==> src/rtl/fc_result_collector_pkg.sv <==
// Shared sizes and FSM encodings for the FC result collector.
// Optional argmax build: define FC_COLLECT_ARGMAX_EN.
package fc_result_collector_pkg;

  localparam int N_CLASS   = 10;
  localparam int DW        = 8;
  localparam int CLS_IDX_W = 4;
  localparam int TIMEOUT   = 1024;

  localparam int TMR_W = $clog2(TIMEOUT);
  localparam int SH_W  = (N_CLASS - 1) * DW;
  localparam int OUT_W = N_CLASS * DW;

  typedef enum logic [1:0] {
    ST_IDLE    = 2'd0,
    ST_COLLECT = 2'd1,
    ST_FLUSH   = 2'd2
  } state_t;

endpackage

==> src/rtl/fc_result_collector_argmax_tracker.sv <==
// Running signed maximum over the beats of one frame.
// best_* already include the beat currently on data/idx.
module argmax_tracker
  import fc_result_collector_pkg::*;
(
  input  logic                 clk,
  input  logic                 rst_n,
  input  logic                 clear,
  input  logic                 en,
  input  logic [DW-1:0]        data,
  input  logic [CLS_IDX_W-1:0] idx,
  output logic [CLS_IDX_W-1:0] best_idx,
  output logic [DW-1:0]        best_score
);

  logic [DW-1:0]        score_q;
  logic [CLS_IDX_W-1:0] idx_q;
  logic                 take;

  // strict compare keeps the earlier index on ties
  assign take = clear ||
    ($signed(data) > $signed(score_q));
  assign best_score = take ? data : score_q;
  assign best_idx   = take ? idx  : idx_q;

  // hold the running best between beats
  always_ff @(posedge clk) begin
    if (!rst_n) begin
      score_q <= '0;
      idx_q   <= '0;
    end else if (en) begin
      score_q <= best_score;
      idx_q   <= best_idx;
    end
  end

endmodule

==> src/rtl/fc_result_collector.sv <==
// Packs 10 FC score beats into one 80-bit word, drops bad frames.
// Optional argmax build: define FC_COLLECT_ARGMAX_EN.
module fc_result_collector
  import fc_result_collector_pkg::*;
(
  input  logic                 clk,
  input  logic                 rst_n,
  input  logic                 in_valid,
  input  logic [DW-1:0]        in_data,
  input  logic                 in_last,
  output logic [OUT_W-1:0]     dout,
  output logic                 dout_valid,
  output logic                 err,
  output logic                 busy,
  output logic [CLS_IDX_W-1:0] class_idx,
  output logic [DW-1:0]        class_score
);

  state_t               state;
  state_t               state_nxt;
  logic [CLS_IDX_W-1:0] cnt;
  logic [TMR_W-1:0]     tmr;
  logic [SH_W-1:0]      shadow;
  logic                 last_beat;
  logic                 tmo;
  logic                 first;
  logic                 good;
  logic                 bad;

  assign last_beat = cnt == CLS_IDX_W'(N_CLASS - 1);
  assign tmo = !in_valid &&
    (tmr == TMR_W'(TIMEOUT - 1));

  // state register
  always_ff @(posedge clk) begin
    if (!rst_n) state <= ST_IDLE;
    else        state <= state_nxt;
  end

  // next-state decode
  always_comb begin
    state_nxt = state;
    unique case (state)
      ST_IDLE: begin
        if (in_valid && !in_last)
          state_nxt = ST_COLLECT;
      end
      ST_COLLECT: begin
        if (in_valid) begin
          if (in_last)
            state_nxt = ST_IDLE;
          else if (last_beat)
            state_nxt = ST_FLUSH;
        end else if (tmo) begin
          state_nxt = ST_IDLE;
        end
      end
      ST_FLUSH: begin
        if ((in_valid && in_last) || tmo)
          state_nxt = ST_IDLE;
      end
      default: state_nxt = ST_IDLE;
    endcase
  end

  // per-state strobes; a flushed frame was already flagged
  always_comb begin
    first = 1'b0;
    good  = 1'b0;
    bad   = 1'b0;
    busy  = state != ST_IDLE;
    unique case (state)
      ST_IDLE: begin
        first = in_valid;
        bad   = in_valid && in_last;
      end
      ST_COLLECT: begin
        good = in_valid && in_last &&
          last_beat;
        bad  = in_valid ?
          (in_last != last_beat) : tmo;
      end
      default: ;
    endcase
  end

  // beat counter, idle timer and shift register
  always_ff @(posedge clk) begin
    if (!rst_n) begin
      cnt    <= '0;
      tmr    <= '0;
      shadow <= '0;
    end else begin
      if (first)
        cnt <= CLS_IDX_W'(1);
      else if (state == ST_COLLECT && in_valid)
        cnt <= cnt + 1'b1;
      if (busy && !in_valid && !tmo)
        tmr <= tmr + 1'b1;
      else
        tmr <= '0;
      if (in_valid)
        shadow <= {shadow[SH_W-DW-1:0], in_data};
    end
  end

  // result word only moves on a good frame
  always_ff @(posedge clk) begin
    if (!rst_n) begin
      dout       <= '0;
      dout_valid <= 1'b0;
      err        <= 1'b0;
    end else begin
      dout_valid <= good;
      err        <= bad;
      if (good)
        dout <= {shadow, in_data};
    end
  end

`ifdef FC_COLLECT_ARGMAX_EN
  logic [CLS_IDX_W-1:0] best_idx;
  logic [DW-1:0]        best_score;

  argmax_tracker u_argmax (
    .clk        (clk),
    .rst_n      (rst_n),
    .clear      (first),
    .en         (first || (state == ST_COLLECT && in_valid)),
    .data       (in_data),
    .idx        (first ? '0 : cnt),
    .best_idx   (best_idx),
    .best_score (best_score)
  );

  // argmax result follows dout
  always_ff @(posedge clk) begin
    if (!rst_n) begin
      class_idx   <= '0;
      class_score <= '0;
    end else if (good) begin
      class_idx   <= best_idx;
      class_score <= best_score;
    end
  end
`else
  assign class_idx   = '0;
  assign class_score = '0;
`endif

endmodule

==> config.mk <==
export PLATFORM = sky130hd
export DESIGN_NAME = fc_result_collector
export DESIGN_NICKNAME = d
export VERILOG_FILES = /design/src/rtl/fc_result_collector_pkg.sv /design/src/rtl/fc_result_collector_argmax_tracker.sv /design/src/rtl/fc_result_collector.sv
export SDC_FILE = /design/constraint.sdc
export NUM_CORES = 1
export LEC_CHECK = 0
export CAP_MARGIN = 20
export CORE_MARGIN = 10
export CORE_UTILIZATION = 49
export CTS_BUF_LIST = sky130_fd_sc_hd__clkbuf_8 sky130_fd_sc_hd__clkbuf_16
export CTS_CLUSTER_SIZE = 28
export DETAILED_ROUTE_END_ITERATION = 10
export GPL_ROUTABILITY_DRIVEN = 0
export PLACE_DENSITY = 0.79
export SYNTH_ARGS = -nofsm -noshare
export SYNTH_HDL_FRONTEND = slang
export SYNTH_HIERARCHICAL = 1
export SYNTH_SLANG_ARGS = --single-unit
export TNS_END_PERCENT = 1
==> constraint.sdc <==
create_clock -name clk -period 4.3 [get_ports clk]
set_clock_uncertainty 0.05 [all_clocks]
set_input_delay 1.29 -clock clk [delete_from_list [all_inputs] [get_ports clk]]
set_output_delay 1.29 -clock clk [all_outputs]
set_load 0.01 [all_outputs]
# Yosys cells after proc, flatten, opt, wreduce, memory -nomap -nowiden
# Index checks and enable logic that the tools add are counted.
[classes] addsub=2 multipliers=0 n_div=0 order_cmp=0 eq_ne=9 shifts=0 n_mux=13 bitwise_logic=1 reduce_logical=17
[ops] operator="two-way mux 2 bit" count=6
[ops] operator="adder 10 x 1 -> 10 bit, second input constant" count=1
[ops] operator="equality test 10 bit, second input constant" count=1
[ops] operator="logical AND 1 bit" count=7
[ops] operator="case mux 2 bit (3 select lines)" count=1
[ops] operator="two-way mux 1 bit" count=5
[ops] operator="adder 4 x 1 -> 4 bit, second input constant" count=1
[ops] operator="equality test 4 bit, second input constant" count=1
[ops] operator="inequality test 2 bit, second input constant" count=2
[ops] operator="inequality test 4 bit, second input constant" count=1
[ops] operator="AND reduction 4 bit" count=1
[ops] operator="nonzero test 2 bit" count=2
[ops] operator="zero test 1 bit" count=3
[ops] operator="inequality test 3 bit, second input constant" count=1
[ops] operator="equality test 2 x 1 -> 1 bit, second input constant" count=1
[ops] operator="equality test 2 bit, second input constant" count=1
[ops] operator="zero test 2 bit" count=1
[ops] operator="case mux 1 bit (2 select lines)" count=1
[ops] operator="AND reduction 2 bit" count=1
[ops] operator="OR reduction 2 bit" count=1
[ops] operator="logical OR 1 bit" count=1
[ops] operator="inequality test 1 bit" count=1
[ops] operator="inverter 1 bit" count=1
[totals] ff_bits=170 latchBits=0 ramBits=0 mem_bits_ro=0 input_bits=12 out_inout_bits=95 wordCells=50 mem_count=0

# Longest topological paths before layout
# Gate-level depths: netlist (run 1).
[logic_depth] depth_word=5 depth_mapped=7 ltp_nobuf=5

# Least setup slack after synthesis (run 1)
# No wires, ideal clock.
[synth_path] kind="input -> register" startpoint="input port in_valid" endpoint="register dout[0]" setup_ns=0.072 t_arrival_ns=2.251 required_time_ns=4.178 slack_ns=1.928 cell_stages=6 n_path_buf=3 path_cell_list="buf_2 > and3b_4 > and3_4 > buf_12 > buf_12 > mux2i_1"
[synth_via] elab_chain_len=3
[synth_rtl] element="start: declaration" line_no="fc_result_collector.sv:8" text="input logic in_valid,"
[synth_rtl] element="logical AND 1 bit (2 in series)" line_no="fc_result_collector.sv:78" text="good = in_valid && in_last &&"
[synth_rtl] element="two-way mux 1 bit" line_no="fc_result_collector.sv:72" text="unique case (state)"
[synth_rtl] element="end signal: assignment" line_no="fc_result_collector.sv:117" text="dout <= {shadow, in_data};"
[synth_rtl] element="end: declaration" line_no="fc_result_collector.sv:11" text="output logic [OUT_W-1:0] dout,"
# Every way passes these cells.
# A chain may end at the register's enable or synchronous reset.

# Worst setup path in the final report (run 1)
[layout_path] startpoint="register state[0]" endpoint="output port busy"
[layout_via] elab_chain_len=1
[layout_rtl] element="start: declaration" line_no="fc_result_collector.sv:19" text="state_t state;"
[layout_rtl] element="start signal: assignment" line_no="fc_result_collector.sv:37" text="else state <= state_nxt;"
[layout_rtl] element="nonzero test 2 bit" line_no="fc_result_collector.sv:71" text="busy = state != ST_IDLE;"
[layout_rtl] element="end: declaration" line_no="fc_result_collector.sv:14" text="output logic busy,"
# Every way passes these cells.

==> results of run 1 <==
[metrics by stage]
stage,instance area (um2),instances
floorplan,6982,701
global placement,7782,924
detailed placement,7782,924
CTS,8419,956
global route,8419,956
finish,8419,956
[path summary, 6_finish.rpt]
path | end | depth (start not counted) | from | slack [ns]
worst min register to register | dout[1] | 2 | dout[1] | 0.41
worst max register to register | dout[47] | 5 | cnt[0] | 2.15
worst max-delay path | busy | 2 | state[0] | 1.33
worst min-delay path | dout[1] | 2 | dout[1] | 0.41
[Yosys cell counts, types with 2 or more instances]
master	n	area, um2
or4_1	2	15.01
nor2b_1	75	469.2
buf_12	9	180.2
clkbuf_1	23	86.33
xor2_1	2	17.52
or3_1	3	18.77
nand4_2	2	25.02
nand2b_1	3	18.77
and2_1	3	18.77
a21oi_1	4	20.02
ha_1	3	37.54
nand3b_1	2	15.01
o22ai_1	2	12.51
mux2_2	2	22.52
buf_2	13	65.06
inv_1	4	15.01
mux2i_1	153	1531
buf_4	12	90.09
nor3_1	3	15.01
nand2_1	167	626.9
o21ai_0	4	20.02
nand3_1	5	25.02
a21boi_0	2	15.01
dfxtp_1	170	3403
[final cells by class]
class | count | area, um2 | area share, %
Clock buffer | 18 | 439.2 | 5.216
Tap cell | 180 | 225.2 | 2.675
Clock inverter | 14 | 197.7 | 2.348
Timing Repair Buffer | 100 | 997.2 | 11.84
Multi-Input combinational cell | 470 | 3142 | 37.32
Inverter | 4 | 15.01 | 0.1783
Sequential cell | 170 | 3403 | 40.42
[layout by cell type (no fill, tap or decap), types with 4 or more instances in the layout]
master           Yosys  layout
a21oi_1              4       4
mux2i_1            153     153
clkinv_4             0       4
nand3_1              5       5
nand2_1            167     167
bufinv_16            0       4
nor2b_1             75      75
clkinvlp_4           0       5
dfxtp_1            170     170
o21ai_0              4       4
clkbuf_16            0      17
inv_1                4       4
clkdlybuf4s50_1      0      92
conb_1               1      12
buf_4               12       6
[metal layers]
metal,global-route usage [%],up-vias,wire [um]
met4,5.656,0,226
met3,5.137,18,844
li1,-,2399,-
met2,23.13,91,6638
met5,0,-,0
met1,17.91,2225,6770
[cell families after synthesis]
| group | Yosys count | synth area share, % |
|---|---|---|
| buffers and inverters | 61 | 6.292 |
| other | 1 | 0.05403 |
| XOR/XNOR | 3 | 0.3787 |
| adder cells (fa/ha/maj) | 3 | 0.5409 |
| AO/OA/AOI/OAI | 19 | 1.839 |
| flip-flops | 170 | 49.04 |
| AND/OR/NAND/NOR | 278 | 19.47 |
| multiplexers | 155 | 22.39 |
[registers in the layout, indices dropped and copies added, names as in the netlist]
| name | cells |
|---|---|
| cnt | 4 |
| dout | 80 |
| dout_valid | 1 |
| err | 1 |
| shadow | 72 |
| state | 2 |
| tmr | 10 |
[where the power goes]
group / switching [W] / internal, W / total (W)
clock network: 0.000630 / 0.000989 / 0.00162
registers: 0.0000111 / 0.00159 / 0.00160
logic: 0.0000686 / 0.0000497 / 0.000118
[worst register-to-register path, stage by stage (launching register included)]
cell and delay (ns):
dfxtp_1 0.42, ha_1 0.20, and3b_1 0.16, and3_4 0.61, buf_4 0.40, mux2i_1 0.24
==> impl_results.md, run 1 <==
* CTS Buffer Depth at 2
* Max_cap viols at 0
* Die ar. at 0.01933 mm2
* Fin crit share at 68.97%
* Die height at 139.0 um
* Fmax at approximately 340 MHz
* Unrepaired setup endpoints after global routing: no
* Post-synth EDFFs at 0
* Peak supply drop at roughly 0.30 mV
* Endpoints failing setup at 0
* Clock buffer count from CTS at 17
* DR iter-0 viols at roughly 300
* Number of hold buffers added after cts at 0
* Vias in the first global route at around 4800
* Global route overflow at 0
* Fill cells at between 1000 and 1500
* Share of layout cells above drive strength 1 at ~6.4%
* Clock sinks at 170
* Fin. Hold Viols at 0
* Mean routed wirelength per cell at 15.15 um
* Slew margin rel. at 42.72%
* Setup repair bufs after CTS at 0
* Power per cell area at 396.0 mW/mm2
* Core Rows at 43
* Ant diodes at 0
* Most used DFF post-synth: dfxtp_1
* Sequential fraction of the synthesis area at slightly below 50%
* Slowest stage delay, CP at 0.49 ns
* NumNets Final at 778
* CP Max Fanout at 10
* Clk pin slew, worst setup/hold paths at roughly 0.060 ns
* Final hold slack at 0.4082 ns
* Largest net degree at the start of global routing at about 120
* Initial core utilization at between 40% and 50%
* Setup TNS at 0 ns
* Setup CP Type: register to output pin
* Startpoint Class: register
* Synth unique cells at 46
* Post-DP HPWL at just under 10000 um
* Leakage power at 2.954 nW
* First-pass DRT Iterations at 4
* Global-route wire length before repair at about 24000 um
* Mapped Cells at a little under 700
* Drt drc at 0
* CP max-delay cell: clkdlybuf4s50_1
* Initial antenna violation count at 0
* Total Wirelength at between 10000 and 15000 um
* Core Util, Final at between 60% and 70%
* Setup crit end kind: output pin
* Period minus WS final at a little under 3 ns
* Mapped Area at about 0.0069 mm2
* H-tree depth reported by CTS at 4
* I/O Pins at between 100 and 150
* Crit path cell chain: or2_2, clkdlybuf4s50_1
* Worst-Skew Late Latency at about 0.42 ns
* Top Family by Delay on Critical Path: buffers and inverters
* ANT nets after route at 0
* Via density at between 4 and 5
* Area grow syn2layout at 21.31%
* CTS tree: yes
* # port buffers at between 90 and 100
* GR Util All Layers at between 10% and 20%
* Arr. time, crit path at approximately 1.6 ns
* Total power at between 0.003 and 0.004 W
* Worst slack, placed at a little under 1 ns
* Die Span X at approximately 140 um
* Worst path bufs/invs at 1
* Tightest Pin Transition at 0.8592 ns
* Avg Inst Size Synth at 10.06 um2
* Core area at 0.01388 mm2
* Synthesis Warnings at 6
* Vias after detailed routing at 4733
* Hold Crit Class: register to register
* CP Data Required Time at 2.96 ns
* Post-synthesis register bit count at 170
* Slew Viols, Final at 0
* Outcome: completed
* Setup slack after layout at 1.334 ns
* Post-cts resize count at 0
* Synth async-reset ratio at 0%
* Root Buffer: clkbuf_16
Note: power is estimated with default switching activity, not from simulation.
==> run 2: changes to the inputs <==
- clock period: 4.3 -> 2.84 ns (I/O delays scaled with it)
==> run 2 against run 1 <==
Design area increased by 0.10%. First-iteration DRC count shrank 23%. Worst hold slack improved by 0.0019 ns. Critical endpoint unchanged. Largest power group is now registers. Highest routed layer unchanged.
==> impl_results.md, run 2 (synthesis gave the netlist of run 1 again) <==
* Total Wirelength at 14390 um (was 14480 um)
* GR Util All Layers at 14.67% (was 14.65%)
* CP Data Required Time at 1.94 ns (was 2.96 ns)
* Period minus WS final at 2.533 ns
* Global-route wire length before repair at 23790 um (was 24030 um)
* Startpoint Class: register (unchanged)
* Fmax at a little under 400 MHz
* Worst-Skew Late Latency at 0.42 ns (about the same)
* Fin crit share at about nine tenths
* Global route overflow at 0 (unchanged)
* First-pass DRT Iterations at 4 (unchanged)
* Hold Crit Class: register to register (unchanged)
* CP Max Fanout at 10 (unchanged)
* Leakage power at 2.970 nW (was 2.954 nW)
* Setup crit end kind: output pin (unchanged)
* Die Span X at 139.0 um (unchanged)
* Unrepaired setup endpoints after global routing: no (unchanged)
* I/O Pins at 107 (unchanged)
* Total power at 0.004973 W (was 0.003334 W)
* Die ar. at 0.01933 mm2 (unchanged)
* Vias after detailed routing at 4748 (was 4733)
* Core Rows at 43 (unchanged)
* Vias in the first global route at 4726 (was 4825)
* Tightest Pin Transition at 0.8112 ns (was 0.8592 ns)
* H-tree depth reported by CTS at 4 (unchanged)
* Initial core utilization at 50.00% (unchanged)
* DR iter-0 viols at 226 (was 294)
* Share of layout cells above drive strength 1 at 6.564% (was 6.443%)
* Core area at 0.01388 mm2 (unchanged)
* Core Util, Final at 60.72% (was 60.65%)
* NumNets Final at 779 (was 778)
* Clk pin slew, worst setup/hold paths at 0.06 ns (about the same)
* Largest net degree at the start of global routing at 149 (was 117)
* Outcome: completed (unchanged)
* Slew margin rel. at 45.92% (was 42.72%)
* Most common cell after layout, fill and taps aside: dfxtp_1 (unchanged)
* Biggest regs: dout x80, shadow x72, tmr x10 (unchanged)
* Initial antenna violation count at 0 (unchanged)
* Die height at 139.0 um (unchanged)
* Power per cell area at 590.1 mW/mm2 (was 396.0 mW/mm2)
* CTS Buffer Depth at 2 (unchanged)
* Peak supply drop at 0.4313 mV (was 0.2955 mV)
* Mean routed wirelength per cell at 15.03 um (was 15.15 um)
* Max_cap viols at 0 (unchanged)
* Clock buffer count from CTS at 17 (unchanged)
* Setup repair bufs after CTS at 0 (unchanged)
* Arr. time, crit path at 1.63 ns (about the same)
* # port buffers at 94 (unchanged)
* Setup TNS at 0 ns (unchanged)
* Most frequent cells in the layout: dfxtp_1 (170), nand2_1 (167), mux2i_1 (153) (unchanged)
* Reg with most FFs: dout (unchanged)
* Finished Layout Cells at 957 (was 956)
* Post-DP HPWL at 9828 um (was 9860 um)
* Final hold slack at 0.4100 ns (was 0.4082 ns)
* Fin. Hold Viols at 0 (unchanged)
* Slew Viols, Final at 0 (unchanged)
* Clock sinks at 170 (unchanged)
* Number of flip-flops in the largest register at 80 (unchanged)
* Placed cells at 925 (was 924)
* ANT nets after route at 0 (unchanged)
* CTS tree: yes (unchanged)
* Area grow syn2layout at 21.43% (was 21.31%)
* Ant diodes at 0 (unchanged)
* Root Buffer: clkbuf_16 (unchanged)
* Drt drc at 0 (unchanged)
* Via density at 4.961 (was 4.951)
* Endpoints failing setup at 0 (unchanged)
* Setup CP Type: register to output pin (unchanged)
* Number of hold buffers added after cts at 0 (unchanged)
* Post-cts resize count at 0 (unchanged)
-- run 2: cell types whose count changed in the layout (fill, tap and decap cells not counted), sizes merged --
cell	previous run	this run
buf	8	9
clkinvlp	5	3
clkinv	5	6
bufinv	4	3
clkbuf	18	20
-- run 2: through the flow --
stage / worst slack [ns] / area, um2
finish: 0.3068 / 8428
global route: 0.2178 / 8428
CTS: 0.2787 / 8428
detailed placement: 0.4774 / 7815
global placement: 0.5432 / 7815
floorplan: 0.9056 / 6982
-- run 2: where the power goes --
part	total (W)	switching, W	internal [W]	leakage (nW)
Combinational	0.000182	0.000104	0.0000779	1.30
Sequential	0.00242	0.0000170	0.00240	1.37
Clock	0.00237	0.000927	0.00145	0.298
Total	0.00497	0.00105	0.00393	2.97
-- run 2: critical path, stage by stage (launching register included) --
cell             delay, ns
dfxtp_1               0.39
or2_2                 0.33
clkdlybuf4s50_1       0.49
-- run 2: path summary, 6_finish.rpt --
kind                 start        to  slack (ns)  cells after the start
setup / recovery  state[0]      busy        0.31                      2
hold reg to reg   dout[67]  dout[67]        0.41                      2
hold / removal    dout[67]  dout[67]        0.41                      2
setup reg to reg  state[0]  dout[41]        1.04                      4
-- run 2: layout make-up --
class | count | area (um2)
fillers | 1131 | 5453
flip-flops and latches | 170 | 3403
multi-input cells | 470 | 3142
repair buffers | 101 | 1030
clock buffers | 20 | 466.7
well taps | 180 | 225.2
clock inverters | 12 | 146.4
inverters | 4 | 15.01
-- run 2: per-layer routing --
metal / up-vias / wire length (um) / share of wire, % / global-route usage, %
met5: - / 0 / 0 / 0
met4: 0 / 133 / 0.92 / 4.283
met3: 11 / 975 / 6.8 / 6.336
met2: 110 / 6882 / 48 / 23.41
met1: 2218 / 6397 / 44 / 17.53
li1: 2409 / - / - / -
